**src/rtl/vga_sprite_compositor.sv**
```systemverilog
// vga_sprite_compositor
// VGA back end. It generates the raster timing and walks the background frame
// buffer with an incremental address. Up to NUM_SPRITES solid-colour rectangles
// are composited over the background stream; the lowest sprite index wins.
// Sprite registers are shadowed once per frame at the start of vertical blanking.
// Output pins lag the raster counters by BG_LAT+1 clocks.
// Optional feature macro: SPRITE_COLLISION_EN (sprite 0 vs sprite i overlap flags).
module vga_sprite_compositor #(
    parameter int H_ACTIVE    = 640,
    parameter int H_FP        = 16,
    parameter int H_SYNC      = 96,
    parameter int H_BP        = 48,
    parameter int V_ACTIVE    = 480,
    parameter int V_FP        = 10,
    parameter int V_SYNC      = 2,
    parameter int V_BP        = 33,
    parameter int NUM_SPRITES = 4,
    parameter int SPR_W       = 32,
    parameter int SPR_H       = 32,
    parameter int BG_LAT      = 2
) (
    input  logic                      iVGA_CLK,
    input  logic                      iRST_n,
    input  logic [NUM_SPRITES*10-1:0] spr_x,
    input  logic [NUM_SPRITES*9-1:0]  spr_y,
    input  logic [NUM_SPRITES*24-1:0] spr_color,
    input  logic [NUM_SPRITES-1:0]    spr_en,
    output logic [18:0]               bg_addr,
    input  logic [23:0]               bg_data,
    output logic                      oHS,
    output logic                      oVS,
    output logic                      oBLANK_n,
    output logic [7:0]                b_data,
    output logic [7:0]                g_data,
    output logic [7:0]                r_data,
    output logic                      frame_start,
    output logic [NUM_SPRITES-2:0]    collision
);

    localparam logic [10:0] H_ACT    = 11'(H_ACTIVE);
    localparam logic [10:0] H_LAST   = 11'(H_ACTIVE + H_FP + H_SYNC + H_BP - 1);
    localparam logic [10:0] HS_START = 11'(H_ACTIVE + H_FP);
    localparam logic [10:0] HS_END   = 11'(H_ACTIVE + H_FP + H_SYNC);
    localparam logic [9:0]  V_ACT    = 10'(V_ACTIVE);
    localparam logic [9:0]  V_LAST   = 10'(V_ACTIVE + V_FP + V_SYNC + V_BP - 1);
    localparam logic [9:0]  VS_START = 10'(V_ACTIVE + V_FP);
    localparam logic [9:0]  VS_END   = 10'(V_ACTIVE + V_FP + V_SYNC);
    localparam logic [18:0] PIX_LAST = 19'(H_ACTIVE * V_ACTIVE - 1);
    localparam logic [10:0] SW       = 11'(SPR_W);
    localparam logic [9:0]  SH       = 10'(SPR_H);

    // One pixel's worth of everything that must travel alongside bg_data.
    // hs/vs are stored active-high ("in sync pulse") so a cleared stage reads as idle.
    typedef struct packed {
        logic        vis;
        logic        hs;
        logic        vs;
        logic        hit;
        logic [23:0] color;
    } pix_t;

    logic [10:0] h_cnt;
    logic [9:0]  v_cnt;
    logic        visible;
    logic        latch;
    logic        frame_wrap;

    logic [NUM_SPRITES*10-1:0] sh_x;
    logic [NUM_SPRITES*9-1:0]  sh_y;
    logic [NUM_SPRITES*24-1:0] sh_color;
    logic [NUM_SPRITES-1:0]    sh_en;

    logic [NUM_SPRITES-1:0] hit;
    pix_t                   stage0;
    pix_t                   pipe [BG_LAT];

    assign visible    = (h_cnt < H_ACT) && (v_cnt < V_ACT);
    assign latch      = (h_cnt == 11'd0) && (v_cnt == V_ACT);
    assign frame_wrap = (h_cnt == H_LAST) && (v_cnt == V_LAST);

    // Raster counters: h_cnt runs every clock, v_cnt advances on line wrap.
    always_ff @(posedge iVGA_CLK or negedge iRST_n) begin
        // NOTE: state registers use non-blocking assignments so every flop samples pre-edge values.
        if (!iRST_n) begin
            h_cnt <= '0;
            v_cnt <= '0;
        end else if (h_cnt == H_LAST) begin
            h_cnt <= '0;
            v_cnt <= (v_cnt == V_LAST) ? 10'd0 : v_cnt + 10'd1;
        end else begin
            h_cnt <= h_cnt + 11'd1;
        end
    end

    // Background address tracks the current pixel; saturates at the last pixel.
    always_ff @(posedge iVGA_CLK or negedge iRST_n) begin
        if (!iRST_n)
            bg_addr <= '0;
        else if (frame_wrap)
            bg_addr <= '0;
        else if (visible && (bg_addr != PIX_LAST))
            bg_addr <= bg_addr + 19'd1;
    end

    // Shadow sprite registers, captured once per frame at the start of vertical blanking.
    always_ff @(posedge iVGA_CLK or negedge iRST_n) begin
        if (!iRST_n) begin
            sh_x        <= '0;
            sh_y        <= '0;
            sh_color    <= '0;
            sh_en       <= '0;
            frame_start <= 1'b0;
        end else begin
            frame_start <= latch;
            if (latch) begin
                sh_x     <= spr_x;
                sh_y     <= spr_y;
                sh_color <= spr_color;
                sh_en    <= spr_en;
            end
        end
    end

    // Per-sprite hit test and priority select; widened compares clip at the edges rather than wrap.
    always_comb begin
        // NOTE: every combinational output gets a default first, so no path infers a latch.
        hit    = '0;
        stage0 = '0;
        stage0.vis = visible;
        stage0.hs  = (h_cnt >= HS_START) && (h_cnt < HS_END);
        stage0.vs  = (v_cnt >= VS_START) && (v_cnt < VS_END);
        // Walk from the highest index down so the lowest hitting index overwrites last.
        for (int i = NUM_SPRITES - 1; i >= 0; i--) begin
            hit[i] = sh_en[i]
                  && (h_cnt >= {1'b0, sh_x[10*i +: 10]})
                  && (h_cnt <  {1'b0, sh_x[10*i +: 10]} + SW)
                  && (v_cnt >= {1'b0, sh_y[9*i +: 9]})
                  && (v_cnt <  {1'b0, sh_y[9*i +: 9]} + SH);
            if (hit[i]) begin
                stage0.hit   = 1'b1;
                stage0.color = sh_color[24*i +: 24];
            end
        end
    end

    // Delay line that aligns pixel attributes with the background read latency.
    always_ff @(posedge iVGA_CLK or negedge iRST_n) begin
        // NOTE: these are pipeline flops, not a RAM; clearing them keeps stale pixels from escaping after reset.
        if (!iRST_n) begin
            for (int i = 0; i < BG_LAT; i++) pipe[i] <= '0;
        end else begin
            pipe[0] <= stage0;
            for (int i = 1; i < BG_LAT; i++) pipe[i] <= pipe[i-1];
        end
    end

    // Output register: composite and blank, then drive the DAC and sync pins.
    always_ff @(posedge iVGA_CLK or negedge iRST_n) begin
        if (!iRST_n) begin
            oHS      <= 1'b1;
            oVS      <= 1'b1;
            oBLANK_n <= 1'b0;
            b_data   <= '0;
            g_data   <= '0;
            r_data   <= '0;
        end else begin
            oHS      <= ~pipe[BG_LAT-1].hs;
            oVS      <= ~pipe[BG_LAT-1].vs;
            oBLANK_n <= pipe[BG_LAT-1].vis;
            if (!pipe[BG_LAT-1].vis)
                {b_data, g_data, r_data} <= 24'd0;
            else if (pipe[BG_LAT-1].hit)
                {b_data, g_data, r_data} <= pipe[BG_LAT-1].color;
            else
                {b_data, g_data, r_data} <= bg_data;
        end
    end

`ifdef SPRITE_COLLISION_EN
    logic [NUM_SPRITES-2:0] coll_acc;

    // Accumulate sprite-0 overlaps over the visible frame; publish and clear at the shadow latch.
    always_ff @(posedge iVGA_CLK or negedge iRST_n) begin
        if (!iRST_n) begin
            coll_acc  <= '0;
            collision <= '0;
        end else if (latch) begin
            collision <= coll_acc;
            coll_acc  <= '0;
        end else if (visible && hit[0]) begin
            coll_acc <= coll_acc | hit[NUM_SPRITES-1:1];
        end
    end
`else
    assign collision = '0;
`endif

endmodule

```
**config.mk**
```make
export PLATFORM = sky130hd
export DESIGN_NAME = vga_sprite_compositor
export DESIGN_NICKNAME = d
export VERILOG_FILES = /design/src/rtl/vga_sprite_compositor.sv
export SDC_FILE = /design/constraint.sdc
export NUM_CORES = 1
export LEC_CHECK = 0
export BUFFER_PORTS_ARGS = -buffer_cell sky130_fd_sc_hd__buf_2
export CAP_MARGIN = 10
export CORE_MARGIN = 2
export CORE_UTILIZATION = 52
export DETAILED_ROUTE_END_ITERATION = 8
export GPL_TIMING_DRIVEN = 0
export PLACE_DENSITY_LB_ADDON = 0.05
export SLEW_MARGIN = 10
export SYNTH_ARGS = -nofsm -noshare
export SYNTH_HDL_FRONTEND = slang
export SYNTH_SLANG_ARGS = --single-unit
```
**constraint.sdc**
```tcl
create_clock -name iVGA_CLK -period 2.8 [get_ports iVGA_CLK]
set_input_delay 0.14 -clock iVGA_CLK [delete_from_list [all_inputs] [get_ports iVGA_CLK]]
set_output_delay 0.14 -clock iVGA_CLK [all_outputs]
set_load 0.05 [all_outputs]
```
# ---- Yosys cells after proc, flatten, opt, wreduce, memory -nomap -nowiden
# Cells that the tools add are included.
dict set report totals {
  regBits 300
  word_cells 101
}
dict set report op_classes {
  add_sub_neg 11
  order_cmp 22
  eq_ne 4
  muxes 14
  bitwise 2
  n_reduce_logical 24
}
# op n
set op_table {}
lappend op_table {{$mux W25} 4}
lappend op_table {{$mux W8} 6}
lappend op_table {{$add A10 B6 Y11 const B} 4}
lappend op_table {{$ge A11 B10 Y1} 4}
lappend op_table {{$lt A11 B11 Y1} 4}
lappend op_table {{$add A9 B6 Y10 const B} 4}
lappend op_table {{$ge A10 B9 Y1} 4}
lappend op_table {{$lt A10 B10 Y1} 4}
lappend op_table {{$mux W19} 2}
lappend op_table {{$logic_and A1 B1 Y1} 22}
lappend op_table {{$lt A11 B10 Y1 const B} 2}
lappend op_table {{$lt A10 B9 Y1 const B} 2}
lappend op_table {{$add A19 B1 Y19 const B} 1}
lappend op_table {{$ne A19 B19 Y1 const B} 1}
lappend op_table {{$add A11 B1 Y11 const B} 1}
lappend op_table {{$eq A11 B10 Y1 const B} 1}
lappend op_table {{$ge A11 B10 Y1 const B} 1}
lappend op_table {{$logic_not A11 Y1} 1}
lappend op_table {{$mux W11} 1}
lappend op_table {{$add A10 B1 Y10 const B} 1}
lappend op_table {{$eq A10 B10 Y1 const B} 1}
lappend op_table {{$eq A10 B9 Y1 const B} 1}
lappend op_table {{$ge A10 B9 Y1 const B} 1}
lappend op_table {{$mux W10} 1}
lappend op_table {{2 further kinds} 3}

# ---- Longest topological paths before layout
dict set report logic_depth {
  ltp_word 9
  mapped_depth 13
  depth_no_buf 11
}

# ---- Least setup slack after synthesis
# Ideal clock, no wire load.
dict set report synth_timing {
  path_type {reg2reg}
  start {reg sh_x[25]}
  end {reg pipe[30] (netlist bit)}
  setup_ns 0.135
  arrival_ns 2.787
  t_required_ns 2.665
  setup_slack_ns -0.122
  stages_incl_launch_ff 13
  path_buffers 1
  synth_period_minus_slack_ns 2.922
  cell_sequence {dfrtp_1 ha_1 nand3_1 xnor2_1 ha_1 a21oi_1 o22ai_1 or3_1 a311o_1 or3_1 clkbuf_1 a311oi_1 o31ai_1}
}
# element line_no
set synth_rtl {}
lappend synth_rtl {{start: declaration} 68} ;# logic [NUM_SPRITES*10-1:0] sh_x;
lappend synth_rtl {{start signal: assignment} 116} ;# sh_x <= spr_x;
lappend synth_rtl {{end: declaration} 75} ;# pix_t pipe [BG_LAT];

==> key figures <==
Logic synthesis
  – Average instance area after synthesis: 11.0 sq um
  – Distinct cell type count after synthesis: 65
  – Post-synth top flop: sky130_fd_sc_hd__dfrtp_1
  – Cells after Synth: 1,395
  – Fraction of the yosys area taken by sequential cells: 48.9%
  – Synthesis-stage register bit count: 300
  – Number of flops mapped to enable cells by yosys: 0
  – Number of warnings issued by yosys: 0
  – Mapped cell area: 15,400 sq um
  – Fraction of synthesis flops using an asynchronous set or reset pin: 100%

Layout
  – Design area: 21,600 sq um
  – Final standard cell count with taps included and fillers excluded: 2,343
  – Nets@finish: 2,264
  – Layout cells sized above 1: 32.6%
  – Commonest non-fill, non-tap cells in the layout: 283 x sky130_fd_sc_hd__dfrtp_1, 250 x sky130_fd_sc_hd__buf_2, 201 x sky130_fd_sc_hd__dlygate4sd3_1, 129 x sky130_fd_sc_hd__ha_1, 108 x sky130_fd_sc_hd__mux2_2
  – Most common library cell in the layout ignoring fill and taps: sky130_fd_sc_hd__dfrtp_1
  – Layout overhead on the synthesized area: 40.8%

Clock network
  – Num Clock Sinks: 300
  – TritonCTS clock tree: built
  – Buffer depth of the longest clock path: 3
  – Clock Root Buffer: sky130_fd_sc_hd__clkbuf_16
  – Clock input transition at the sequential cells of the worst setup and hold paths: 0.06 ns
  – Maximum level of the CTS H-tree: 2
  – Clock latency at the later pin of the worst-skew pair: 0.53 ns
  – Cts bufs inserted: 35

Power
  – Net switching fraction of the power: 21.7%
  – Internal power contribution: 0.00774 W
  – Max IR drop VDD: 0.494 mV
  – Gate power share: 6.0%
  – Pwr dens: 457 nW/um^2
  – Flop pwr share: 44.1%
  – Switching component of the power: 0.00214 W
  – Pleak: 10.7 nW
  – Part of the total power dissipated in the clock network: 49.9%

Floorplanning
  – Std cell rows: 62
  – Die height: 176 um
  – Number of primary I/O pins: 252
  – Die X: 176 um
  – Die Footprint: 30,900 sq um
  – Core area: 28,900 sq um
  – Initial core utilization: 53.2%

STA
  – Period minus WS final: 3.08 ns
  – Transition time at the pin with the least slew margin: 0.851 ns
  – Max-slew violation total from the final report: 0
  – Timing-limited maximum frequency: 0.325 GHz
  – Count of final setup violators: 24
  – Setup total negative slack: -5.31 ns
  – Period utilisation layout: 110%
  – Setup repair after global routing missed its margin: true
  – Final worst-path setup slack: -0.278 ns
  – Final count of hold timing violations: 0
  – Max Clock Skew: 0.0234 ns
  – Max transition margin: 43.3%

Routing
  – Vias per cell: 5.50
  – First-pass DRT Iterations: 5
  – DRC violation total after the first TritonRoute iteration: 946
  – Detailed-route DRC error count: 0
  – Routed wire length per instance: 19.2 um
  – Total routed wirelength: 44.9 mm
  – Detailed-route via count: 12,900
  – Number of nets with antenna violations after routing: 0

Outcome
  – Failing checks: setup timing
  – Status: complete, but fails checks

Worst setup path
  – Chain of cells forming the critical path: ha_2, nand3_2, xnor2_2, ha_1, and3_2, a221oi_4, nand4_1, a211oi_4, buf_12, buf_8, a211oi_1, a211oi_4
  – Data arrival time of the worst path: 3.51 ns
  – Cell with the most instances on the worst path: sky130_fd_sc_hd__a211oi_4
  – Required time of the critical path: 3.23 ns
  – Startpoint type of the worst setup path: flip-flop
  – Type of destination of the critical path: flip-flop
  – Max Fanout on Critical Path: 10
  – Category of the critical setup timing path: reg2reg
  – Max stage delay cell, worst path: sky130_fd_sc_hd__dfrtp_1
  – Largest stage delay on the critical path: 0.38 ns
  – Crit path buf inv count: 2
  – Worst path top cell family by delay: compound AO/OA/AOI/OAI gates

Global route
  – Pin count of the biggest net entering global routing: 103
  – Global-route usage over all layers: 28.9%
  – Global-route wire length before repair: 70.3 mm
  – Initial antenna violation count: 3
  – Global route overflow: 0
  – Vias in the first global route: 13,100

Placed design
  – Inst Count DP: 2,032
  – Post-DP Area: 17,300 sq um
  – Total of buffers placed on input and output ports: 248
  – Last weighted congestion value of the routability-driven placer: 0.883
  – Estimated wirelength of the detail-placed design: 29.1 mm

Job
  – Number of max-cap violations: 0

Min path
  – Worst min path class: in2async
worst paths after layout:
kind	cells after the start	start	slack [ns]	end
max reg2reg	12	sh_x[5]	-0.28	pipe[39]
max	12	sh_x[5]	-0.28	pipe[39]
max in group asynchronous	4	iRST_n	1.35	sh_color[92]
min	2	iRST_n	0.13	sh_y[30]
min reg2reg	0	pipe[55]	0.34	pipe[27]
min in group iVGA_CLK	0	pipe[55]	0.34	pipe[27]
synth_stat cells, drive strengths merged, types with 10 or more instances:
| cell | number | area, sq um |
|---|---|---|
| mux2 | 108 | 1220 |
| nor2b | 57 | 357 |
| a211oi | 51 | 505 |
| nand2 | 101 | 379 |
| and3 | 10 | 62.6 |
| o21ai | 94 | 470 |
| a21oi | 31 | 155 |
| nor3 | 40 | 205 |
| mux2i | 25 | 250 |
| clkbuf | 24 | 90.1 |
| dfrtp | 298 | 7460 |
| nand4 | 13 | 81.3 |
| xnor2 | 32 | 280 |
| nand3 | 69 | 350 |
| ha | 133 | 1660 |
| buf | 36 | 231 |
| nor2 | 49 | 184 |
| inv | 96 | 360 |
| xor2 | 17 | 149 |
cell families after synthesis:
logic type      share of synthesized area (%)
simple gates                             12.7
xor+xnor                                 2.79
fa+ha+maj                                10.8
other cells                            0.0244
mux                                      9.55
compound gates                           10.8
flops                                    48.9
buf+inv                                  4.44
through the flow:
step | setup slack, ns | util (%) | total power (W) | hold slack [ns]
6_report | -0.278 | 74.9 | 0.00988 | 0.134
5_1_grt | -0.411 | 74.9 | 0.0102 | 0.161
4_1_cts | -0.216 | 73.7 | 0.00993 | 0.141
3_5_place_dp | -1.31 | 60.0 | 0.00480 | 0.0867
3_3_place_gp | -4.21 | 59.7 | 0.00479 | 0.332
2_1_floorplan | -0.0233 | - | 0.00453 | -0.156
state kept, by name, indices dropped and copies added, names as in the netlist, 10 cells and up:
| name | flops |
|---|---|
| sh_color | 96 |
| pipe | 56 |
| sh_x | 40 |
| sh_y | 36 |
| bg_addr | 19 |
| h_cnt | 11 |
| v_cnt | 10 |
routing by layer:
| layer | share of wire, % | track usage, % | vias to the layer above |
|---|---|---|---|
| met1 | 46 | 41.1 | 6385 |
| met5 | 0 | 0 | - |
| met4 | 2.7 | 9.33 | 0 |
| met3 | 5.2 | 3.68 | 86 |
| li1 | - | - | 6003 |
| met2 | 46 | 46.3 | 402 |
power groups by stage:
stage / clock (W) / sequential, W / combinational [W]
floorplan: 0 / 0.00450 / 0.0000309
global placement: 0 / 0.00444 / 0.000348
detailed placement: 0 / 0.00444 / 0.000367
CTS: 0.00498 / 0.00436 / 0.000590
global route: 0.00517 / 0.00436 / 0.000642
finish: 0.00493 / 0.00436 / 0.000595
cell type report:
| class | instances | area (sq um) |
|---|---|---|
| plain buffers | 60 | 591 |
| repair buffers | 495 | 3780 |
| multi-input cells | 941 | 7620 |
| clock inverters | 11 | 198 |
| diodes | 4 | 10.0 |
| clock buffers | 52 | 1050 |
| flip-flops and latches | 300 | 7530 |
| well taps | 384 | 480 |
| inverters | 96 | 363 |
| fillers | 2030 | 7230 |
what timing repair did:
action                                 4_1_cts  5_1_grt
pin swaps                                   27        7
resized for setup                          103       77
setup endpoints to repair                  214      138
hold buffers                               201        0
endpoints found under the hold margin      314        0
setup buffers                               31        7
cloned                                       2        3
Note: power is estimated with default switching activity, not from simulation.
